==> src/rtl/multicycle_core.sv <==
// multicycle_core: multi-cycle 16-bit ISA core sharing one instruction/data memory port.
// Ports: clk, reset (sync, active-high);
//   mem_req/mem_we/mem_addr/mem_wdata drive the memory port, mem_rdata/mem_ready return from it;
//   pc_out is the address of the instruction in flight; halted/illegal report core status.
// Optional PERF_CNT_EN macro: adds saturating perf_cycles and perf_instret counters.
module multicycle_core #(
    parameter int DATA_W  = 16,
    parameter int ADDR_W  = 16,
    parameter int REG_CNT = 8
) (
    input  logic              clk,
    input  logic              reset,
    output logic              mem_req,
    output logic              mem_we,
    output logic [ADDR_W-1:0] mem_addr,
    output logic [DATA_W-1:0] mem_wdata,
    input  logic [DATA_W-1:0] mem_rdata,
    input  logic              mem_ready,
    output logic [ADDR_W-1:0] pc_out,
    output logic              halted,
`ifdef PERF_CNT_EN
    output logic [31:0]       perf_cycles,
    output logic [31:0]       perf_instret,
`endif
    output logic              illegal
);
    typedef enum logic [2:0] {S_FETCH, S_DECODE, S_EXEC, S_MEM, S_WB, S_HALT} state_t;
    state_t            r_state, w_next;
    logic [ADDR_W-1:0] r_pc, r_npc;
    logic [15:0]       r_ir;
    logic [DATA_W-1:0] r_a, r_b, r_alu, r_mdr;
    // Eight slots always exist; slots at or above REG_CNT and slot 0 are never written, so they read 0.
    logic [DATA_W-1:0] r_regs [8];
    logic              r_illegal;
    logic [3:0]        w_op;
    logic [2:0]        w_rs, w_rt, w_rd, w_funct, w_dst;
    logic [DATA_W-1:0] w_imm, w_alu, w_wb_val;
    logic [ADDR_W-1:0] w_br_tgt, w_j_tgt, w_ea;
    logic              w_branch, w_mem_op, w_bad_op, w_taken, w_req, w_we;
    assign w_op     = r_ir[15:12];
    assign w_rs     = r_ir[11:9];
    assign w_rt     = r_ir[8:6];
    assign w_rd     = r_ir[5:3];
    assign w_funct  = r_ir[2:0];
    assign w_imm    = {{(DATA_W-6){r_ir[5]}}, r_ir[5:0]};
    assign w_br_tgt = r_npc + {{(ADDR_W-6){r_ir[5]}}, r_ir[5:0]};
    // Jump keeps the upper bits of PC+1 and replaces the low 12 bits.
    assign w_j_tgt  = (r_npc & ~ADDR_W'(12'hfff)) | ADDR_W'(r_ir[11:0]);
    assign w_ea     = ADDR_W'(r_alu);
    assign w_branch = w_op[3:2] == 2'b01;
    assign w_mem_op = w_op == 4'd2 || w_op == 4'd3;
    assign w_bad_op = w_op >= 4'd9 && w_op <= 4'd14;
    assign w_taken  = w_op == 4'd4 ? r_a == r_b :
                      w_op == 4'd5 ? r_a != r_b :
                      w_op == 4'd6 ? $signed(r_a) < $signed(r_b) :
                                     $signed(r_a) > $signed(r_b);
    assign w_alu    = w_op != 4'd0     ? r_a + w_imm :
                      w_funct == 3'd0  ? r_a + r_b :
                      w_funct == 3'd1  ? r_a - r_b :
                      w_funct == 3'd2  ? r_a & r_b :
                      w_funct == 3'd3  ? r_a | r_b :
                      w_funct == 3'd4  ? DATA_W'($signed(r_a) < $signed(r_b)) : '0;
    assign w_dst    = w_op == 4'd0 ? w_rd : w_rt;
    assign w_wb_val = w_op == 4'd2 ? r_mdr : r_alu;
    always_comb begin
        w_next = r_state;
        w_req  = 1'b0;
        w_we   = 1'b0;
        case (r_state)
            S_FETCH: begin
                w_req  = 1'b1;
                w_next = mem_ready ? S_DECODE : S_FETCH;
            end
            S_DECODE: w_next = w_op == 4'd8 ? S_FETCH : (w_op == 4'd15 || w_bad_op) ? S_HALT : S_EXEC;
            S_EXEC:   w_next = w_branch ? S_FETCH : w_mem_op ? S_MEM : S_WB;
            S_MEM: begin
                w_req  = 1'b1;
                w_we   = w_op == 4'd3;
                w_next = !mem_ready ? S_MEM : w_op == 4'd2 ? S_WB : S_FETCH;
            end
            S_WB:     w_next = S_FETCH;
            default:  w_next = S_HALT;
        endcase
    end
    // Reset abandons an in-flight request in the same cycle it is asserted.
    assign mem_req   = w_req && !reset;
    assign mem_we    = w_we && !reset;
    assign mem_addr  = reset ? '0 : r_state == S_MEM ? w_ea : r_pc;
    assign mem_wdata = (w_we && !reset) ? r_b : '0;
    assign pc_out    = r_pc;
    assign halted    = r_state == S_HALT;
    assign illegal   = r_illegal;
    always_ff @(posedge clk) begin
        if (reset) r_state <= S_FETCH;
        else       r_state <= w_next;
    end
    always_ff @(posedge clk) begin
        if (reset) begin
            r_pc      <= '0;
            r_npc     <= '0;
            r_ir      <= '0;
            r_a       <= '0;
            r_b       <= '0;
            r_alu     <= '0;
            r_mdr     <= '0;
            r_illegal <= 1'b0;
            for (int i = 0; i < 8; i++) r_regs[i] <= '0;
        end else begin
            case (r_state)
                S_FETCH: if (mem_ready) begin
                    r_ir  <= mem_rdata[15:0];
                    r_npc <= r_pc + 1'b1;
                end
                S_DECODE: begin
                    r_a <= r_regs[w_rs];
                    r_b <= r_regs[w_rt];
                    if (w_op == 4'd8) r_pc <= w_j_tgt;
                    if (w_bad_op) r_illegal <= 1'b1;
                end
                S_EXEC: begin
                    r_alu <= w_alu;
                    if (w_branch) r_pc <= w_taken ? w_br_tgt : r_npc;
                end
                S_MEM: if (mem_ready) begin
                    if (w_op == 4'd2) r_mdr <= mem_rdata;
                    else              r_pc  <= r_npc;
                end
                S_WB: begin
                    if (w_dst != 3'd0 && int'(w_dst) < REG_CNT) r_regs[w_dst] <= w_wb_val;
                    r_pc <= r_npc;
                end
                default: ;
            endcase
        end
    end
`ifdef PERF_CNT_EN
    logic [31:0] r_cycles, r_instret;
    logic        w_retire;
    assign w_retire = r_state == S_WB
                   || (r_state == S_MEM && mem_ready && w_op == 4'd3)
                   || (r_state == S_EXEC && w_branch)
                   || (r_state == S_DECODE && (w_op == 4'd8 || w_op == 4'd15));
    always_ff @(posedge clk) begin
        if (reset) begin
            r_cycles  <= '0;
            r_instret <= '0;
        end else begin
            if (r_state != S_HALT && !(&r_cycles)) r_cycles <= r_cycles + 32'd1;
            if (w_retire && !(&r_instret)) r_instret <= r_instret + 32'd1;
        end
    end
    assign perf_cycles  = r_cycles;
    assign perf_instret = r_instret;
`endif
endmodule

==> config.mk <==
export PLATFORM = sky130hd
export DESIGN_NAME = multicycle_core
export DESIGN_NICKNAME = d
export VERILOG_FILES = /design/src/rtl/multicycle_core.sv
export SDC_FILE = /design/constraint.sdc
export NUM_CORES = 1
export LEC_CHECK = 0
export CAP_MARGIN = 20
export CORE_ASPECT_RATIO = 1.1
export CORE_MARGIN = 2
export CORE_UTILIZATION = 35
export CTS_CLUSTER_SIZE = 28
export DETAILED_ROUTE_END_ITERATION = 10
export MAX_ROUTING_LAYER = met4
export PLACE_DENSITY = 0.59
export REMOVE_ABC_BUFFERS = 1
export SLEW_MARGIN = 20
export SYNTH_ARGS = -nofsm -noshare
export SYNTH_HDL_FRONTEND = slang
export SYNTH_SLANG_ARGS = --single-unit
==> constraint.sdc <==
create_clock -name clk -period 5.6 [get_ports clk]
set_clock_uncertainty 0.15 [all_clocks]
set_input_delay 1.12 -clock clk [delete_from_list [all_inputs] [get_ports clk]]
set_output_delay 1.12 -clock clk [all_outputs]
set_load 0.05 [all_outputs]
==> results.cfg <==
[status]
outcome = finished, final reports clean

[routing]
num_vias = 12610
wl_per_cell_um = 21.90
viasPerCell = 5.655
drtIter0Drc = 1221
wl_um = 48810
drc = 0
ant_nets = 0
first_pass_iters = 5

[pwr]
powerDensity_nw_per_um2 = 303.2
leakage_nw = 6.022
ir_drop_mv = 0.2069

[clocking]
root_buffer = clkbuf_16
tritoncts = built
hold_buffers = 0
clock_latency_ns = 0.57
clock_sinks = 244
cts_buffers = 27
post_cts_buffers = 0
clkTransAtPathRegs_ns = 0.06
clk_path_buf_depth = 3
cts_resized = 0
htree_levels = 1

[synth]
netlist_area_um2 = 15310
async_flop_share = 0
synth.avg_cell_area_um2 = 9.578
yosysMostFrequentCell = nor2_1
synth_cells = 1599
ys_ff_latch = 244
synth_edf_count = 128
synth_top_area_frac = 0.2510
ys_seq_area_frac = 0.4026
yosysUniqueCellTypes = 82
synth-main-ff-cell = edfxtp_1
synth_top_cells_by_count = nor2_1, nand2_1, edfxtp_1
synthTopCellsByArea = edfxtp_1, dfxtp_1, mux4_2
ys.warnings.count = 0
synth_area_leader_cell = edfxtp_1

[setup_path]
startpoint = r_state[1]
cp_cell_sequence = nor2b_1, nand2_1, nor4b_2, buf_4, and2_1, clkdlybuf4s50_1
cp.required_ns = 4.33
cp_top_family = simple AND/OR/NAND/NOR gates
cp-endpoint = mem_wdata[13]
cp_slowest_cell = clkdlybuf4s50_1
critPathMaxFanout = 19
worstSetupPathType = reg2out
cp.arrival_ns = 3.61
rr_worst_depth = 10
critPathLaunchType = register
worstSetupEndpointType = output pin
rrSetupSlack_ns = 1.70
r2r-start = r_a[10]
worst-path-stages = 6
r2r-end = pc_out[11]
cpPeakStageDelay_ns = 0.80
critPathBufInv = 2

[layout]
num-nets-final = 1736
stdcell_count = 2229
n_antenna_cell = 0
fin_area_um2 = 17550
drive_gt1_frac = 0.1033
area_delta_synth_final_pct = 14.59

[timing]
final_max_slew_viol_count = 0
fin_crit_sh = 0.8716
finalHoldViolCount = 0
hold_slack_ns = 0.3042
slew_headroom = 0.2887
tightest_slew_ns = 1.064
setup_viol = 0
final.min_clock_period_ns = 4.881
tns_ns = 0
timing.fmax_mhz = 204.9
rsz0062_at_grt = false

[floorplanning]
core-area_um2 = 43240
rows = 80
num_io_pins = 71
fp.dieW_um = 203.4
dieArea_um2 = 45450
die_h_um = 223.4
start_util = 0.3542

[grt]
antenna_found_initial = 0
grt_max_degree = 66
grt_pass1_wl_um = 74800
grt_use_total = 0.2212
gr-total-overflow = 0
grt_pass1_vias = 12310

[min_path]
hold_start = r_mdr[1]
hold_depth = 2
hold_class = reg2reg

[placed_design]
routabilityCongestion = 0.8768
io_buffers = 70
place_area_um2 = 16600
placed_cells = 2179
dp_hpwl_um = 34850

[flow_run]
cap_violations = 0
## worst reg2reg max path: cells and delay by family, from the launching register on
family | cells | cell delay (ns)
flip-flops | 1 | 0.47
AO/OA/AOI/OAI | 3 | 0.83
buffers and inverters | 1 | 0.08
AND/OR/NAND/NOR | 5 | 1.83
adder cells (fa/ha/maj) | 1 | 0.44
## cells in the final DEF, fill, tap and decap left out, drive strengths merged, types with 22 or more instances in the layout
master and count:
a211oi 68, a21oi 116, and2 22, buf 30
clkbuf 37, clkdlybuf4s50 69, dfxtp 116, edfxtp 128
ha 79, inv 70, mux2i 56, mux4 65
nand2 155, nor2 232, nor3 29, o21ai 73
## registers in the layout, summed over array words and instances, names as in the netlist
name,count
illegal,1
r_b,16
r_ir,16
pc_out,16
r_mdr,16
r_a,16
r_state,3
r_regs,128
r_alu,16
r_npc,16
## routing by layer
metal	global-route usage	share of wire	up-vias	routed length, um
met3	0.02629	0.058	79	2850
li1	-	-	5913	-
met1	0.2913	0.44	6183	21350
met2	0.3510	0.47	430	22750
met4	0.08029	0.038	0	1855
met5	-	0	-	0
## worst min-delay path by stage
stage	slack, ns	endpoint
floorplan	0.28	r_mdr[0]
global placement	0.29	r_mdr[8]
detailed placement	0.30	r_mdr[1]
CTS	0.31	r_mdr[1]
global route	0.34	r_mdr[14]
finish	0.30	r_mdr[1]
## kinds of logic (layout without fill, tap and decap cells)
group / count (synthesis) / after routing / synth area share
and+or+nand+nor: 537 / 537 / 0.1555
AOI/OAI and AO/OA: 395 / 395 / 0.1708
DFF: 244 / 244 / 0.4026
buffers and inverters: 178 / 219 / 0.04502
muxes: 122 / 122 / 0.1337
adders and majority gates: 83 / 83 / 0.06977
xor gates and xnor gates: 39 / 39 / 0.02230
other: 1 / 16 / 0.0002449
## final cells by class
cell class | count | area, um2
repair buffers | 99 | 915.9
fillers | 4277 | 25690
multi-input cells | 1192 | 8531
well taps | 574 | 718.2
flip-flops and latches | 244 | 6168
inverters | 70 | 262.8
clock inverters | 13 | 158.9
clock buffers | 37 | 794.5
## power by group
| part | switching, mW | leakage, nW | internal, mW |
|---|---|---|---|
| Sequential | 0.156 | 2.26 | 1.99 |
| Clock | 0.767 | 0.469 | 1.13 |
| Combinational | 0.783 | 3.29 | 0.495 |
| Total | 1.71 | 6.02 | 3.61 |
## per-stage QoR
step | worst slack, ns | util | total power [mW]
2_1_floorplan | 0.1643 | - | 3.009
3_3_place_gp | 1.439 | 0.3838 | 3.425
3_5_place_dp | 1.341 | 0.3838 | 3.437
4_1_cts | 0.7194 | 0.4058 | 5.330
5_1_grt | 0.5310 | 0.4058 | 5.555
6_report | 0.7191 | 0.4058 | 5.320
(Power assumes the default switching activity.)
